**src/rtl/pbus_arb_if.sv**
```systemverilog
// Bundle of requester, engine and status signals shared by pbus_arbiter and its environment.
// The slave modport is the arbiter's view; the master modport is the environment's view.
interface pbus_arb_if #(
    parameter int ADDR_WIDTH = 8,
    parameter int DATA_WIDTH = 8
);
    logic                  req0_valid;
    logic                  req0_rw;
    logic [ADDR_WIDTH-1:0] req0_addr;
    logic [DATA_WIDTH-1:0] req0_wdata;
    logic                  req0_done;
    logic [DATA_WIDTH-1:0] req0_rdata;

    logic                  req1_valid;
    logic                  req1_rw;
    logic [ADDR_WIDTH-1:0] req1_addr;
    logic [DATA_WIDTH-1:0] req1_wdata;
    logic                  req1_done;
    logic [DATA_WIDTH-1:0] req1_rdata;

    logic                  eng_load;
    logic                  eng_wr_cmd;
    logic [ADDR_WIDTH-1:0] eng_addr;
    logic [DATA_WIDTH-1:0] eng_wdata;
    logic [DATA_WIDTH-1:0] eng_rdata;
    logic                  eng_busy;
    logic                  eng_finish;

    logic                  grant;
    logic                  err;
    logic                  active;

    modport slave (
        input  req0_valid, req0_rw, req0_addr, req0_wdata,
        input  req1_valid, req1_rw, req1_addr, req1_wdata,
        input  eng_rdata, eng_busy, eng_finish,
        output req0_done, req0_rdata, req1_done, req1_rdata,
        output eng_load, eng_wr_cmd, eng_addr, eng_wdata,
        output grant, err, active
    );

    modport master (
        output req0_valid, req0_rw, req0_addr, req0_wdata,
        output req1_valid, req1_rw, req1_addr, req1_wdata,
        output eng_rdata, eng_busy, eng_finish,
        input  req0_done, req0_rdata, req1_done, req1_rdata,
        input  eng_load, eng_wr_cmd, eng_addr, eng_wdata,
        input  grant, err, active
    );
endinterface

```
**src/rtl/pbus_arbiter.sv**
```systemverilog
// Two-requester arbiter in front of one parallel-bus engine, with start-timeout detection.
// Define PBUS_ARB_RR_EN for round-robin arbitration; otherwise req0 has fixed priority.
//
// state        | meaning
// S_IDLE       | wait for a request and an idle engine, latch the winner
// S_ISSUE      | one-cycle eng_load strobe, arm the start timer
// S_WAIT_START | wait for eng_busy, abort on start timeout
// S_WAIT_DONE  | wait for eng_busy to fall, capture read data
// S_RESP       | one-cycle done pulse to the owner
module pbus_arbiter #(
    parameter int ADDR_WIDTH    = 8,
    parameter int DATA_WIDTH    = 8,
    parameter int START_TIMEOUT = 16
) (
    input  logic        clk,
    input  logic        rst,
    pbus_arb_if.slave   bus
);
`ifdef PBUS_ARB_RR_EN
    localparam bit RR_EN = 1'b1;
`else
    localparam bit RR_EN = 1'b0;
`endif
    localparam logic [15:0] CNT_INIT = 16'(START_TIMEOUT - 1);

    typedef enum logic [2:0] {
        S_IDLE,
        S_ISSUE,
        S_WAIT_START,
        S_WAIT_DONE,
        S_RESP
    } state_t;

    state_t                r_state;
    state_t                w_state_nxt;
    logic                  r_grant;
    logic                  r_last_grant;
    logic                  r_err;
    logic                  r_active;
    logic                  r_wr_cmd;
    logic [ADDR_WIDTH-1:0] r_addr;
    logic [DATA_WIDTH-1:0] r_wdata;
    logic [DATA_WIDTH-1:0] r_rdata0;
    logic [DATA_WIDTH-1:0] r_rdata1;
    logic [15:0]           r_cnt;

    logic w_win;
    logic w_eng_idle;
    logic w_take;
    logic w_load;
    logic w_timeout;
    logic w_capture;
    logic w_done;

    assign w_eng_idle = ~bus.eng_busy & bus.eng_finish;

    // last_grant only steers the choice when both requesters contend and round-robin is built in
    always_comb begin
        w_win = ~bus.req0_valid;
        if (RR_EN && bus.req0_valid && bus.req1_valid) begin
            w_win = ~r_last_grant;
        end
    end

    always_ff @(posedge clk) begin
        if (!rst) begin
            r_state <= S_IDLE;
        end else begin
            r_state <= w_state_nxt;
        end
    end

    always_comb begin
        w_state_nxt = r_state;
        w_take      = 1'b0;
        w_load      = 1'b0;
        w_timeout   = 1'b0;
        w_capture   = 1'b0;
        w_done      = 1'b0;
        case (r_state)
            S_IDLE: begin
                if ((bus.req0_valid || bus.req1_valid) && w_eng_idle) begin
                    w_take      = 1'b1;
                    w_state_nxt = S_ISSUE;
                end
            end
            S_ISSUE: begin
                w_load      = 1'b1;
                w_state_nxt = S_WAIT_START;
            end
            S_WAIT_START: begin
                if (bus.eng_busy) begin
                    w_state_nxt = S_WAIT_DONE;
                end else if (r_cnt == 16'd0) begin
                    w_timeout   = 1'b1;
                    w_state_nxt = S_RESP;
                end
            end
            S_WAIT_DONE: begin
                if (!bus.eng_busy) begin
                    w_capture   = 1'b1;
                    w_state_nxt = S_RESP;
                end
            end
            S_RESP: begin
                w_done      = 1'b1;
                w_state_nxt = S_IDLE;
            end
            default: w_state_nxt = S_IDLE;
        endcase
    end

    always_ff @(posedge clk) begin
        if (!rst) begin
            r_grant      <= 1'b0;
            r_last_grant <= 1'b1;
            r_err        <= 1'b0;
            r_active     <= 1'b0;
            r_wr_cmd     <= 1'b0;
            r_addr       <= '0;
            r_wdata      <= '0;
            r_rdata0     <= '0;
            r_rdata1     <= '0;
            r_cnt        <= '0;
        end else begin
            if (w_take) begin
                r_grant  <= w_win;
                r_wr_cmd <= w_win ? bus.req1_rw    : bus.req0_rw;
                r_addr   <= w_win ? bus.req1_addr  : bus.req0_addr;
                r_wdata  <= w_win ? bus.req1_wdata : bus.req0_wdata;
                r_active <= 1'b1;
            end
            // down-counter: terminal count 0 means START_TIMEOUT idle cycles have elapsed
            if (w_load) begin
                r_cnt <= CNT_INIT;
            end else if (r_state == S_WAIT_START && r_cnt != 16'd0) begin
                r_cnt <= r_cnt - 16'd1;
            end
            if (w_timeout) begin
                r_err <= 1'b1;
            end
            if (w_capture && r_wr_cmd) begin
                if (r_grant) begin
                    r_rdata1 <= bus.eng_rdata;
                end else begin
                    r_rdata0 <= bus.eng_rdata;
                end
            end
            if (w_done) begin
                r_last_grant <= r_grant;
                r_active     <= 1'b0;
            end
        end
    end

    assign bus.eng_load   = w_load;
    assign bus.eng_wr_cmd = r_wr_cmd;
    assign bus.eng_addr   = r_addr;
    assign bus.eng_wdata  = r_wdata;
    assign bus.req0_done  = w_done & ~r_grant;
    assign bus.req1_done  = w_done & r_grant;
    assign bus.req0_rdata = r_rdata0;
    assign bus.req1_rdata = r_rdata1;
    assign bus.grant      = r_grant;
    assign bus.err        = r_err;
    assign bus.active     = r_active;
endmodule

```
**src/flat_wrapper.sv**
```systemverilog
// flat-port wrapper written by rule: the top's interface ports become plain ports
module pbus_arbiter_flat 
#(
    parameter int ADDR_WIDTH    = 8,
    parameter int DATA_WIDTH    = 8,
    parameter int START_TIMEOUT = 16
)
  (clk, rst, bus_req0_valid, bus_req0_rw, bus_req0_addr, bus_req0_wdata, bus_req1_valid, bus_req1_rw, bus_req1_addr, bus_req1_wdata, bus_eng_rdata, bus_eng_busy, bus_eng_finish, bus_req0_done, bus_req0_rdata, bus_req1_done, bus_req1_rdata, bus_eng_load, bus_eng_wr_cmd, bus_eng_addr, bus_eng_wdata, bus_grant, bus_err, bus_active);
  pbus_arb_if #(.ADDR_WIDTH(ADDR_WIDTH), .DATA_WIDTH(DATA_WIDTH)) bus_i ();
  input  logic clk;
  input  logic rst;
  input wire logic [$bits(bus_i.req0_valid)-1:0] bus_req0_valid;
  input wire logic [$bits(bus_i.req0_rw)-1:0] bus_req0_rw;
  input wire logic [$bits(bus_i.req0_addr)-1:0] bus_req0_addr;
  input wire logic [$bits(bus_i.req0_wdata)-1:0] bus_req0_wdata;
  input wire logic [$bits(bus_i.req1_valid)-1:0] bus_req1_valid;
  input wire logic [$bits(bus_i.req1_rw)-1:0] bus_req1_rw;
  input wire logic [$bits(bus_i.req1_addr)-1:0] bus_req1_addr;
  input wire logic [$bits(bus_i.req1_wdata)-1:0] bus_req1_wdata;
  input wire logic [$bits(bus_i.eng_rdata)-1:0] bus_eng_rdata;
  input wire logic [$bits(bus_i.eng_busy)-1:0] bus_eng_busy;
  input wire logic [$bits(bus_i.eng_finish)-1:0] bus_eng_finish;
  output wire logic [$bits(bus_i.req0_done)-1:0] bus_req0_done;
  output wire logic [$bits(bus_i.req0_rdata)-1:0] bus_req0_rdata;
  output wire logic [$bits(bus_i.req1_done)-1:0] bus_req1_done;
  output wire logic [$bits(bus_i.req1_rdata)-1:0] bus_req1_rdata;
  output wire logic [$bits(bus_i.eng_load)-1:0] bus_eng_load;
  output wire logic [$bits(bus_i.eng_wr_cmd)-1:0] bus_eng_wr_cmd;
  output wire logic [$bits(bus_i.eng_addr)-1:0] bus_eng_addr;
  output wire logic [$bits(bus_i.eng_wdata)-1:0] bus_eng_wdata;
  output wire logic [$bits(bus_i.grant)-1:0] bus_grant;
  output wire logic [$bits(bus_i.err)-1:0] bus_err;
  output wire logic [$bits(bus_i.active)-1:0] bus_active;
  assign bus_i.req0_valid = bus_req0_valid;
  assign bus_i.req0_rw = bus_req0_rw;
  assign bus_i.req0_addr = bus_req0_addr;
  assign bus_i.req0_wdata = bus_req0_wdata;
  assign bus_i.req1_valid = bus_req1_valid;
  assign bus_i.req1_rw = bus_req1_rw;
  assign bus_i.req1_addr = bus_req1_addr;
  assign bus_i.req1_wdata = bus_req1_wdata;
  assign bus_i.eng_rdata = bus_eng_rdata;
  assign bus_i.eng_busy = bus_eng_busy;
  assign bus_i.eng_finish = bus_eng_finish;
  assign bus_req0_done = bus_i.req0_done;
  assign bus_req0_rdata = bus_i.req0_rdata;
  assign bus_req1_done = bus_i.req1_done;
  assign bus_req1_rdata = bus_i.req1_rdata;
  assign bus_eng_load = bus_i.eng_load;
  assign bus_eng_wr_cmd = bus_i.eng_wr_cmd;
  assign bus_eng_addr = bus_i.eng_addr;
  assign bus_eng_wdata = bus_i.eng_wdata;
  assign bus_grant = bus_i.grant;
  assign bus_err = bus_i.err;
  assign bus_active = bus_i.active;
  pbus_arbiter #(.ADDR_WIDTH(ADDR_WIDTH), .DATA_WIDTH(DATA_WIDTH), .START_TIMEOUT(START_TIMEOUT)) u_core (.clk(clk), .rst(rst), .bus(bus_i));
endmodule
```
**config.mk**
```make
export PLATFORM = sky130hd
export DESIGN_NAME = pbus_arbiter_flat
export DESIGN_NICKNAME = d
export VERILOG_FILES = /design/src/rtl/pbus_arb_if.sv /design/src/rtl/pbus_arbiter.sv /design/src/flat_wrapper.sv
export SDC_FILE = /design/constraint.sdc
export NUM_CORES = 1
export LEC_CHECK = 0
export CAP_MARGIN = 20
export CORE_UTILIZATION = 42
export CTS_BUF_LIST = sky130_fd_sc_hd__clkbuf_2 sky130_fd_sc_hd__clkbuf_4 sky130_fd_sc_hd__clkbuf_8
export DETAILED_ROUTE_END_ITERATION = 8
export PLACE_DENSITY = 0.85
export SLEW_MARGIN = 20
export SYNTH_ARGS = -nofsm -noshare
export SYNTH_HDL_FRONTEND = slang
export SYNTH_SLANG_ARGS = --single-unit
```
**constraint.sdc**
```tcl
create_clock -name clk -period 2 [get_ports clk]
set_input_delay 0.3 -clock clk [delete_from_list [all_inputs] [get_ports clk]]
set_output_delay 0.3 -clock clk [all_outputs]
set_load 0.02 [all_outputs]
```
==> metrics.txt <==
outcome finished with violations; failing checks setup timing; maxcap violations 0; vias in the first global route ~2400; Routed WL between 6 and 7 mm; CP required approximately 2200 ps; router iterations before antenna repair 4; Layout Nets between 400 and 500; DR iter-0 viols approximately 140; Synth Area in Compound Gates between 15 and 20%; CP max FO 5; Core Area ~5600 µm²; CTS tree done; Simple-Gate Fraction of Synth Area between 20% and 30%; first-pass GRT wire length 10.75 mm; mapped cell area ~2500 µm²; area of the die approximately 6300 µm²; clock sink total 55; Critical R2R Capture u_core.r_cnt[2]$_SDFFE_PN0P_; fmax about 0.49 GHz; number of synthesized flops with an enable pin 0; most common cell in the synthesized netlist dfxtp_1; Total GRT Usage about 22%; RSZ-0062 raised after global routing yes; final instance area around 3800 µm²; worst path bufs/invs 1; Syn-to-layout area delta 52.72%; final setup vio count 2; Crit path max-delay family simple AND/OR/NAND/NOR gates; DR vias/cell between 5 and 6; clock buffer depth 2; Critical Path Source u_core.r_cnt[0]$_SDFFE_PN0P_; row cnt 27; Final Cycle Share 101.7%; Adder-Cell Fraction of Synth Area less than 1%; initial antenna violation count 0; setup TNS -49.53 ps; Final Core Density 67.98%; leakage power approximately 1.7 nW; Remaining DRCs 0; Setup crit end u_core.r_cnt[2]$_SDFFE_PN0P_; worst-path cell chain inv_2 -> ha_4 -> or4b_4 -> or4_4 -> and4b_1 -> o31a_1; Die H a little under 80 µm; combinational family with the most area after synthesis simple AND/OR/NAND/NOR gates; CP Class reg -> reg; post-synth net total between 300 and 400; synth cell count leaders 55 x dfxtp_1, 33 x mux2i_1, 23 x nand2_1, 19 x o211a_1, 17 x nor2b_1; post-route setup slack -33.60 ps; Yosys top cell by area dfxtp_1; fraction of layout cells with a size suffix above 1 between 15 and 20%; reg2reg start u_core.r_cnt[0]$_SDFFE_PN0P_; Vias around 2400; r2r setup slk -30 ps; Syn Area/Cell approximately 9.7 µm²; Levels on crit path 6; Post-Place Setup Slack -144.6 ps; largest net degree at the start of global routing between 40 and 50; DPL Wire Length between 4 and 5 mm; CP startpoint kind flip-flop; Synthesis Warnings 0; Fin. Hold Viols 0; CP peak stage delay approximately 470 ps; Final Skew 5.556 ps; Cell variety after synth 41; Clock Tree Root clkbuf_8; Final Max Tran Viols 0; DP Area 3681 µm²; die extent in x approximately 79 µm; Crit. End Element flip-flop; routability congestion estimate about 0.8; Clock Latency Late Sink 300 ps; Main synth FF type dfxtp_1; share of flip-flops with an asynchronous set or reset 0%; Min-Delay Path Class reg -> reg; Pwr Density roughly 660 nW/µm²; post-synth top area share 43.85%; PortBufs 86; post-route ant nets 0; worst reg-to-reg path cell count 6; clock slew at reported path FFs 90 ps; DR WL/cell around 15 µm; Antenna Cells 0; crit path DAT 2230 ps; final worst path period need approximately 2000 ps; I/O pin count 87; flops & latches, synth 55; total power around 2.5 mW; mux cell area share after synthesis a little over an eighth; CTS H-tree lvls 2; synthesized instance count 260; Num CTS Buffers 5; xor/xnor share of the synthesized area 0%; peak supply drop 0.0003862 V; grt total ovfl 0; crit path max-delay cell type or4_4; Initial Util ~45%; Worst Tran Pin Value ~400 ps; register area share after synthesis 43.85%; Rel. slew slack ~73%; synth top area cells dfxtp_1 44%, mux2i_1 13%, o211a_1 7.6%
==> cell families (layout without fill, tap and decap cells) <==
group                    Yosys count  count (layout)
buffers and inverters             19             128
adder cells (fa/ha/maj)            1               1
AND/OR/NAND/NOR                  100             100
flip-flops                        55              55
multiplexers                      33              33
AO/OA/AOI/OAI                     52              52
==> how the worst min path moves through the flow <==
stage | from | endpoint | slack [ps] | cells after the start
floorplan | bus_eng_busy | u_core.r_state[0]$_SDFFE_PN0P_ | 440 | 2
global route | u_core.r_cnt[15]$_SDFFE_PP0P_ | u_core.r_cnt[15]$_SDFFE_PP0P_ | 510 | 2
finish | u_core.r_cnt[15]$_SDFFE_PP0P_ | u_core.r_cnt[15]$_SDFFE_PP0P_ | 480 | 2
global placement | u_core.bus.err$_SDFFE_PN0P_ | u_core.bus.err$_SDFFE_PN0P_ | 450 | 1
CTS | u_core.r_cnt[15]$_SDFFE_PP0P_ | u_core.r_cnt[15]$_SDFFE_PP0P_ | 480 | 2
detailed placement | u_core.bus.err$_SDFFE_PN0P_ | u_core.bus.err$_SDFFE_PN0P_ | 470 | 1
==> layout make-up <==
type                            count  area [µm²]
Timing Repair Buffer              117        1115
Tap cell                           72       90.09
Inverter                            4       15.01
Clock inverter                      1       30.03
Multi-Input combinational cell    186        1405
Clock buffer                        6       76.32
Sequential cell                    55        1104
Fill cell                         451        1807
==> per-layer routing <==
| layer | track usage (%) | part of all wire [%] | vias up |
|---|---|---|---|
| met5 | 0 | 0 | - |
| met4 | 7.818 | 1.8 | 0 |
| met3 | 8.621 | 7.7 | 8 |
| met2 | 38.71 | 51 | 87 |
| met1 | 24.18 | 40 | 1116 |
| li1 | - | - | 1177 |
==> placed cells by master, fill, tap and decap left out, types with 2 or more instances in the layout <==
master	netlist	final
clkdlybuf4s50_1	0	83
dfxtp_1	55	53
mux2i_1	33	33
buf_4	0	29
nand2_1	23	23
o211a_1	19	19
nor2b_1	17	17
a21oi_1	13	12
nor2_1	11	11
or4_1	9	8
o31ai_1	5	5
clkbuf_8	0	5
or3_1	4	4
o21ai_0	4	4
nand4_1	4	4
o31a_1	3	3
nand3_1	3	3
nor3_1	5	3
dlygate4sd2_1	0	3
inv_2	0	2
nor3b_1	4	2
or4_4	1	2
nor4_2	0	2
nor3b_2	0	2
nand2b_1	2	2
and4b_1	2	2
inv_1	4	2
nor3_2	1	2
o211ai_1	2	2
or3_2	2	2
buf_12	0	2
dfxtp_2	0	2
==> metrics by stage <==
stage               hold WS [ps]  std cells
floorplan                  444.7        260
global placement           449.6        432
detailed placement         465.5        432
CTS                        482.8        439
global route               511.1        441
finish                     478.7        441
==> registers in the layout, summed over array words and instances (netlist names) <==
signal and count:
u_core.bus.eng_wdata 8, u_core.bus.err 1, u_core.bus.req1_rdata 8, u_core.bus.grant 1, u_core.bus.req0_rdata 8, u_core.bus.active 1, u_core.r_cnt 16, u_core.bus.eng_addr 8
u_core.r_state 3, u_core.bus.eng_wr_cmd 1
==> where the power goes <==
group / total, mW / switching, mW / internal (mW)
registers: 1.18 / 0.0387 / 1.14
logic: 0.625 / 0.281 / 0.344
clock network: 0.725 / 0.344 / 0.381
total: 2.53 / 0.664 / 1.87
==> what timing repair did <==
action / in CTS / in global routing
gates resized for setup: 5 / 5
setup endpoints to repair: 7 / 13
setup buffers: 0 / 2
pin swaps: 0 / 3
hold buffers: 0 / 0
==> worst reg2reg max path, stage by stage (launching register included) <==
cell     delay [ps]
dfxtp_2         340
inv_2            70
ha_4            130
or4b_4          450
or4_4           470
and4b_1         200
o31a_1          270
(Power assumes the default switching activity.)
